File: config.mk
export PLATFORM = sky130hd
export DESIGN_NAME = timer_tick
export DESIGN_NICKNAME = d
export VERILOG_FILES = /design/src/rtl/timer_tick.sv
export SDC_FILE = /design/constraint.sdc
export NUM_CORES = 1
export LEC_CHECK = 0
export BUFFER_PORTS_ARGS = -buffer_cell sky130_fd_sc_hd__buf_2
export CAP_MARGIN = 20
export CORE_ASPECT_RATIO = 1.5
export CORE_MARGIN = 2
export CORE_UTILIZATION = 52
export CTS_BUF_LIST = sky130_fd_sc_hd__clkbuf_2
export DETAILED_ROUTE_END_ITERATION = 8
export PLACE_DENSITY = 0.91
export RECOVER_POWER = 25
export SYNTH_ARGS = -nofsm -noshare
export SYNTH_HDL_FRONTEND = slang
export SYNTH_SLANG_ARGS = --single-unit
File: constraint.sdc
create_clock -name clk -period 1.9 [get_ports clk]
set_input_delay 0 -clock clk [delete_from_list [all_inputs] [get_ports clk]]
set_output_delay 0 -clock clk [all_outputs]
set_load 0.01 [all_outputs]
File: src/rtl/timer_tick.sv
// Programmable one-shot/periodic down-counting timer advanced by an upstream prescaler tick.
// Optional overrun flag output `ovr` enabled by defining TIMER_TICK_OVERRUN_EN.
module timer_tick #(
    parameter int unsigned WIDTH          = 16,
    parameter bit          REPEAT_DEFAULT = 1'b0
) (
    input  logic             clk,
    input  logic             rst_n,
    input  logic             ena,
    input  logic             str,
    input  logic             stp,
    input  logic             clr,
    input  logic             rpt,
    input  logic [WIDTH-1:0] per,
    output logic [WIDTH-1:0] cnt,
    output logic             bsy,
    output logic             irq,
`ifdef TIMER_TICK_OVERRUN_EN
    output logic             sts,
    output logic             ovr
`else
    output logic             sts
`endif
);

    typedef enum logic [1:0] {
        ST_IDLE = 2'd0,
        ST_RUN  = 2'd1,
        ST_DONE = 2'd2
    } state_e;

    state_e           state_q, state_d;
    logic [WIDTH-1:0] cnt_q, cnt_d;
    logic [WIDTH-1:0] per_q, per_d;
    logic             rpt_q, rpt_d;
    logic             bsy_q, bsy_d;
    logic             irq_q, irq_d;
    logic             sts_q, sts_d;
    logic             expire;
`ifdef TIMER_TICK_OVERRUN_EN
    logic             ovr_q, ovr_d;
`endif

    // State and output registers
    always_ff @(posedge clk or negedge rst_n) begin
        if (!rst_n) begin
            state_q <= ST_IDLE;
            cnt_q   <= '0;
            per_q   <= '0;
            rpt_q   <= REPEAT_DEFAULT;
            bsy_q   <= 1'b0;
            irq_q   <= 1'b0;
            sts_q   <= 1'b0;
`ifdef TIMER_TICK_OVERRUN_EN
            ovr_q   <= 1'b0;
`endif
        end else begin
            state_q <= state_d;
            cnt_q   <= cnt_d;
            per_q   <= per_d;
            rpt_q   <= rpt_d;
            bsy_q   <= bsy_d;
            irq_q   <= irq_d;
            sts_q   <= sts_d;
`ifdef TIMER_TICK_OVERRUN_EN
            ovr_q   <= ovr_d;
`endif
        end
    end

    // Next state: stop beats start beats tick
    always_comb begin
        state_d = state_q;
        cnt_d   = cnt_q;
        per_d   = per_q;
        rpt_d   = rpt_q;
        expire  = 1'b0;

        if (stp) begin
            state_d = ST_IDLE;
            cnt_d   = '0;
        end else if (str) begin
            per_d = per;
            rpt_d = rpt;
            if (per != '0) begin
                cnt_d   = per;
                state_d = ST_RUN;
            end else begin
                // Zero period expires at once and never enters RUN
                expire  = 1'b1;
                cnt_d   = '0;
                state_d = rpt ? ST_IDLE : ST_DONE;
            end
        end else begin
            case (state_q)
                ST_RUN: begin
                    if (ena) begin
                        if (cnt_q == WIDTH'(1)) begin
                            expire = 1'b1;
                            if (rpt_q) begin
                                cnt_d = per_q;
                            end else begin
                                cnt_d   = '0;
                                state_d = ST_DONE;
                            end
                        end else begin
                            cnt_d = cnt_q - WIDTH'(1);
                        end
                    end
                end
                ST_DONE: begin
                    if (clr) begin
                        state_d = ST_IDLE;
                    end
                end
                default: begin
                    state_d = ST_IDLE;
                end
            endcase
        end

        bsy_d = (state_d == ST_RUN);
        irq_d = expire;
        sts_d = expire ? 1'b1 : (clr ? 1'b0 : sts_q);
`ifdef TIMER_TICK_OVERRUN_EN
        // A clear in the same cycle as a repeat expiry still acknowledges the overrun
        ovr_d = clr ? 1'b0 : ((expire && sts_q) ? 1'b1 : ovr_q);
`endif
    end

    assign cnt = cnt_q;
    assign bsy = bsy_q;
    assign irq = irq_q;
    assign sts = sts_q;
`ifdef TIMER_TICK_OVERRUN_EN
    assign ovr = ovr_q;
`endif

endmodule

==> results of run 1 <==
[routing by layer]
metal / global-route usage / part of all wire / up-vias
met1: 0.347 / 0.38 / 1077
met5: 0 / 0 / -
met3: 0.0358 / 0.064 / 19
met4: 0.128 / 0.037 / 0
li1: - / - / 1067
met2: 0.488 / 0.51 / 105
[cells in the mapped netlist (2+ instances only)]
master	number
nor4_1	6
nand2b_1	3
nand4_1	5
clkbuf_1	8
and3_1	3
xor2_1	3
nand3_1	5
a31oi_1	6
a21oi_1	13
a22oi_1	7
o21ai_0	3
a21o_1	4
nand2_1	65
nor2_1	16
or2_1	2
inv_1	6
and2_1	2
nor3_1	4
buf_2	2
o21ai_1	13
ha_1	4
o31ai_1	2
nor2b_1	2
dfrtp_1	38
xnor2_1	7
and4_1	2
a22o_1	3
[cell families (layout without fill, tap and decap cells)]
group	after synthesis	in the layout	share of synthesized area
AO/OA/AOI/OAI	61	61	0.182
AND/OR/NAND/NOR	122	122	0.272
multiplexers	1	1	0.00519
flip-flops	38	38	0.439
XOR/XNOR	10	10	0.0404
buffers and inverters	19	107	0.0392
adder cells (fa/ha/maj)	4	4	0.0231
[final cells by class]
type,instances,area share
well taps,45,0.0194
repair buffers,92,0.221
multi-input cells,198,0.401
flip-flops and latches,38,0.327
clock inverters,3,0.0138
clock buffers,5,0.00861
inverters,7,0.00904
[tightest hold or removal path: stages]
cell and delay, ns:
buf_2 0.11, nand2_1 0.08, nor2_1 0.08, o21ai_0 0.08, o21ai_1 0.07
[worst paths after layout]
| kind | start | endpoint | slack, ns | depth (start not counted) |
|---|---|---|---|---|
| min in group asynchronous | rst_n | irq | 0.22 | 2 |
| max in group asynchronous | rst_n | cnt[13] | 1.07 | 2 |
| worst min-delay path | ena | cnt[10] | 0.04 | 5 |
| worst max-delay path | cnt[9] | cnt[15] | 0.08 | 5 |
| worst min register to register | per_q[1] | per_q[1] | 0.50 | 2 |
| worst max register to register | cnt[9] | cnt[15] | 0.08 | 5 |
[power by group]
group | switching (W) | leakage (nW) | internal, W | total (W)
clock | 0.000277 | 0.0427 | 0.000218 | 0.000495
combinational | 0.000273 | 0.901 | 0.000238 | 0.000511
sequential | 0.0000651 | 0.490 | 0.000879 | 0.000944
[state kept, by name, summed over array words and instances (netlist names)]
signal,flops
rpt_q,1
cnt,16
per_q,16
sts,1
bsy,1
state_q,2
irq,1
[metrics by stage]
step | util | worst slack [ns] | area, µm² | power (W)
finish | 0.734 | 0.0799 | 2910 | 0.00195
global route | 0.734 | -0.0219 | 2910 | 0.00205
CTS | 0.728 | 0.00158 | 2880 | 0.00194
detailed placement | 0.653 | 0.00656 | 2580 | 0.00141
global placement | 0.653 | 0.0732 | 2580 | 0.00140
floorplan | - | 0.0544 | 2170 | 0.00121
[what timing repair did]
item / in CTS / in global routing
hold endpoints to repair: 73 / 0
pin swaps: 0 / 3
setup buffers: 1 / 0
endpoints found under the setup margin: 7 / 15
gates resized for setup: 2 / 6
hold buffers: 22 / 0
==> metrics.cfg, run 1 <==
[layout]
multi_input_area_mm2 = 0.00116
layout.nets = 369
fill_cells = 306
ff_latch_area_um2 = 951
final_common_cell = nand2_1
layout_common_cells = nand2_1, buf_2, dfrtp_1
antenna_cells = 0
fin_cells = 388
drive_gt1_frac = 0.268
area_growth_syn_to_layout_pct = 34.0

[timing]
fin_skew_ns = 0.0300
hold_violations = 0
period_needed_ns = 1.82
finalMaxSlewViolations = 0
worst_pin_slew_ns = 0.959
grt_setup_unrepaired = true
tns_ns = 0
fin_crit_sh = 0.958
holdWs_ns = 0.0382
setup_viol_count_final = 0
fmax_ghz = 0.549
relSlewSlack = 0.360

[die]
die-area_mm2 = 0.00471
core_area_mm2 = 0.00396
start_util = 0.548
die_y_um = 83.1
io_pins = 42
rows = 28
die_w_um = 56.7

[critical_path]
slowest_stage = dfrtp_1
setup.worst_path.end_class = flop
cp.required_ns = 2.26
cpPeakStageDelay_ns = 0.44
path_delay_family = simple AND/OR/NAND/NOR gates
worstSetupPathType = reg2reg
worstPathCellList = nor4_4, nand4_1, nor4_1, mux2_2, o31ai_2
critical_path_arrival_ns = 2.18
worstPathMaxFanout = 5
cp-start-kind = flop
cp.buffers_inverters = 0

[power_and_ir_drop]
p_leak_nw = 1.43
ir_drop_v = 0.000595
powerDensity_mw_per_mm2 = 671

[detailed_routing]
vias = 2268
drt_iter0_drc = 148
antenna_left = 0
firstDrtPassIters = 4
wl_per_cell_um = 16.8
drt_wl_total_um = 6520
vias_per_cell = 5.85
drc_errors = 0

[logic_synthesis]
syn-num-nets = 282
ys_ff_latch = 38
syn_area_per_cell_um2 = 8.50
yosysSeqAreaShare = 0.439
synth_top_area_cell = dfrtp_1
synth_top_area_frac = 0.439
async_reset_ff_frac = 1.00
syn_area_mm2 = 0.00217
synth_area_leaders = dfrtp_1, nand2_1, a21oi_1
synth_cell_types = 48
synth_flop_cell = dfrtp_1
yosysWarnings = 0
synth_edf_count = 0
syn-instance-count = 255

[clock_network]
insertion_delay_ns = 0.42
htree_levels = 2
clk_path_buf_depth = 2
cts.sinks = 38
cts_buffers = 5
cts-root-buf = clkbuf_2
cts_tree = done
path_clk_slew_ns = 0.22

[grt]
antenna_found_initial = 0
grt_pass1_wl_um = 10600
overflow = 0
grt_pass1_vias = 2255
grt_max_degree = 39
grt_usage = 0.284

[run]
cap_violations = 0

[status]
status = finished clean

[worst_hold_path]
worst_hold_path_type = in2reg

[placement]
dp.final_hpwl_um = 4630
gp_congestion = 1.01
dp_cells = 357
portBuffers = 41

(Power assumes the default switching activity.)
==> run 2: changes to the inputs <==
CORE_ASPECT_RATIO = default   (was 1.5)
==> metrics.cfg, run 2 (synthesis gave the netlist of run 1 again) <==
[timing]
fmax_ghz = 0.496  ; -9.8%
final.setup.worst_slack_ns = -0.118  ; -0.197 ns
fin_skew_ns = 0.0339  ; +0.00389 ns
finalMaxSlewViolations = 0  ; unchanged
hold_violations = 0  ; unchanged
period_needed_ns = 2.02  ; +0.197 ns
setup_viol_count_final = 4  ; +4
worst_pin_slew_ns = 0.941  ; -0.0182 ns
relSlewSlack = 0.373  ; +0.0121
fin_crit_sh = 1.06  ; +0.104
grt_setup_unrepaired = true

[layout]
antenna_cells = 0  ; unchanged
layout.nets = 366  ; -0.81%
fin_cells = 390  ; +0.52%
final_common_cell = nand2_1
fill_cells = 260  ; -15%
final_util = 0.728  ; -0.00664
layout_common_cells = nand2_1, buf_2, dfrtp_1
drive_gt1_frac = 0.288  ; +0.0200
area_growth_syn_to_layout_pct = 34.2

[detailed_routing]
antenna_left = 0  ; unchanged
wl_per_cell_um = 17.7  ; +5.3%
highest_layer = met4
firstDrtPassIters = 5  ; +1
wl_met3_um = 708  ; +71%
wl_met1_um = 2570  ; +2.6%
vias_per_cell = 6.16  ; +5.4%
drt_wl_total_um = 6900  ; +5.9%
drc_errors = 0  ; unchanged
vias = 2402  ; +5.9%
drt_iter0_drc = 355  ; +140%
route.met2.wl_um = 3320  ; -0.95%

[run]
cap_violations = 0  ; unchanged

[die]
die_w_um = 68.6  ; +21%
io_pins = 42  ; unchanged
die_y_um = 68.6  ; -17%
core_area_mm2 = 0.00400  ; +1.0%
die-area_mm2 = 0.00470  ; -0.22%
start_util = 0.542  ; -0.00565
rows = 23  ; -18%

[clock_network]
path_clk_slew_ns = 0.19  ; -0.03 ns
htree_levels = 2  ; unchanged
insertion_delay_ns = 0.44  ; +0.02 ns
cts_buffers = 5  ; unchanged
clk_path_buf_depth = 2  ; unchanged
cts_tree = done
cts.sinks = 38  ; unchanged
cts-root-buf = clkbuf_2

[worst_hold_path]
hold_depth = 3  ; -2
worst_hold_path_type = in2reg
hp-start = ena
whs_endpoint = state_q[0]

[grt]
grt_pass1_vias = 2109  ; -6.5%
grt_max_degree = 39  ; unchanged
grt_pass1_wl_um = 10100  ; -4.8%
overflow = 0  ; unchanged
grt_usage = 0.296  ; +0.0120
antenna_found_initial = 0  ; unchanged

[power_and_ir_drop]
powerDensity_mw_per_mm2 = 638  ; -4.9%
p_leak_nw = 1.41  ; -1.6%
ir_drop_v = 0.000417  ; -30%

[critical_path]
critical_path_arrival_ns = 2.33  ; +0.15 ns
setup.worst_path.end_class = flop
rrSetupSlack_ns = -0.12  ; -0.20 ns
r2r_end = cnt[4]
worstSetupPathType = reg2reg
cp-start-kind = flop
reg2reg_from = cnt[14]
worstPathMaxFanout = 7  ; +2
rr_worst_depth = 5  ; unchanged
cp.required_ns = 2.22  ; -0.04 ns

[status]
status = complete, but fails checks
violations = negative setup slack

[placement]
dp_cells = 355  ; -0.56%
dp.final_hpwl_um = 4320  ; -6.9%
portBuffers = 41  ; unchanged
pre_cts_slack_ns = -0.0326  ; -0.0392 ns
gp_congestion = 0.912  ; -9.7%

==> run 2: changes by cell type in the layout (fill, tap and decap cells not counted), sizes merged <==
cell / before / now
buf: 69 / 66
bufinv: 1 / 0
clkbuf: 6 / 7
==> run 2: timing repair <==
item                       CTS  global route
resized for setup            3            17
pin swaps                    0             5
hold endpoints to repair    73             0
setup endpoints to repair    9            18
buffers inserted             0             5
hold buffers                22             0
==> run 2: metal layers <==
layer	up-vias	global-route usage
met2	182	0.471
met3	38	0.0568
met5	-	0
li1	1063	-
met1	1119	0.376
met4	0	0.168
==> run 2: critical path, stage by stage, from the launching register on <==
cell and delay (ns):
dfrtp_1 0.45, nor4_2 0.42, and4_2 0.39, and3_1 0.18
o21ai_1 0.06, a311oi_1 0.40
==> run 2: area by class of cell <==
cell class | instances | area, µm² | area share
flip-flops and latches | 38 | 955 | 0.328
repair buffers | 89 | 621 | 0.213
inverters | 7 | 26.3 | 0.00903
well taps | 50 | 62.6 | 0.0215
clock inverters | 2 | 8.76 | 0.00301
clock buffers | 6 | 30.0 | 0.0103
multi-input cells | 198 | 1210 | 0.415
==> run 2: per-stage QoR <==
| step | area [µm²] | hold slack (ns) | total power (W) | TNS (ns) |
|---|---|---|---|---|
| final | 2910 | 0.0573 | 0.00186 | -0.162 |
| after global routing | 2910 | 0.0617 | 0.00194 | -0.482 |
| after CTS | 2810 | 0.0245 | 0.00179 | 0 |
| after detailed placement | 2540 | 0.155 | 0.00140 | -0.0517 |
| after global placement | 2540 | 0.147 | 0.00138 | 0 |
| after floorplan | 2170 | -0.296 | 0.00121 | 0 |
==> run 2: how the worst max path moves through the flow <==
stage	start	endpoint	slack (ns)	depth (start not counted)
floorplan	cnt[1]	cnt[15]	0.05	8
global placement	cnt[14]	cnt[4]	0.08	5
detailed placement	cnt[14]	cnt[4]	-0.03	5
CTS	cnt[8]	cnt[15]	0.005	5
global route	cnt[0]	cnt[4]	-0.20	6
finish	cnt[14]	cnt[4]	-0.12	5
==> run 2: report_power, final <==
| part | total [W] | internal (W) | switching [W] |
|---|---|---|---|
| clock | 0.000366 | 0.0000900 | 0.000276 |
| sequential | 0.000950 | 0.000880 | 0.0000701 |
| combinational | 0.000540 | 0.000245 | 0.000294 |
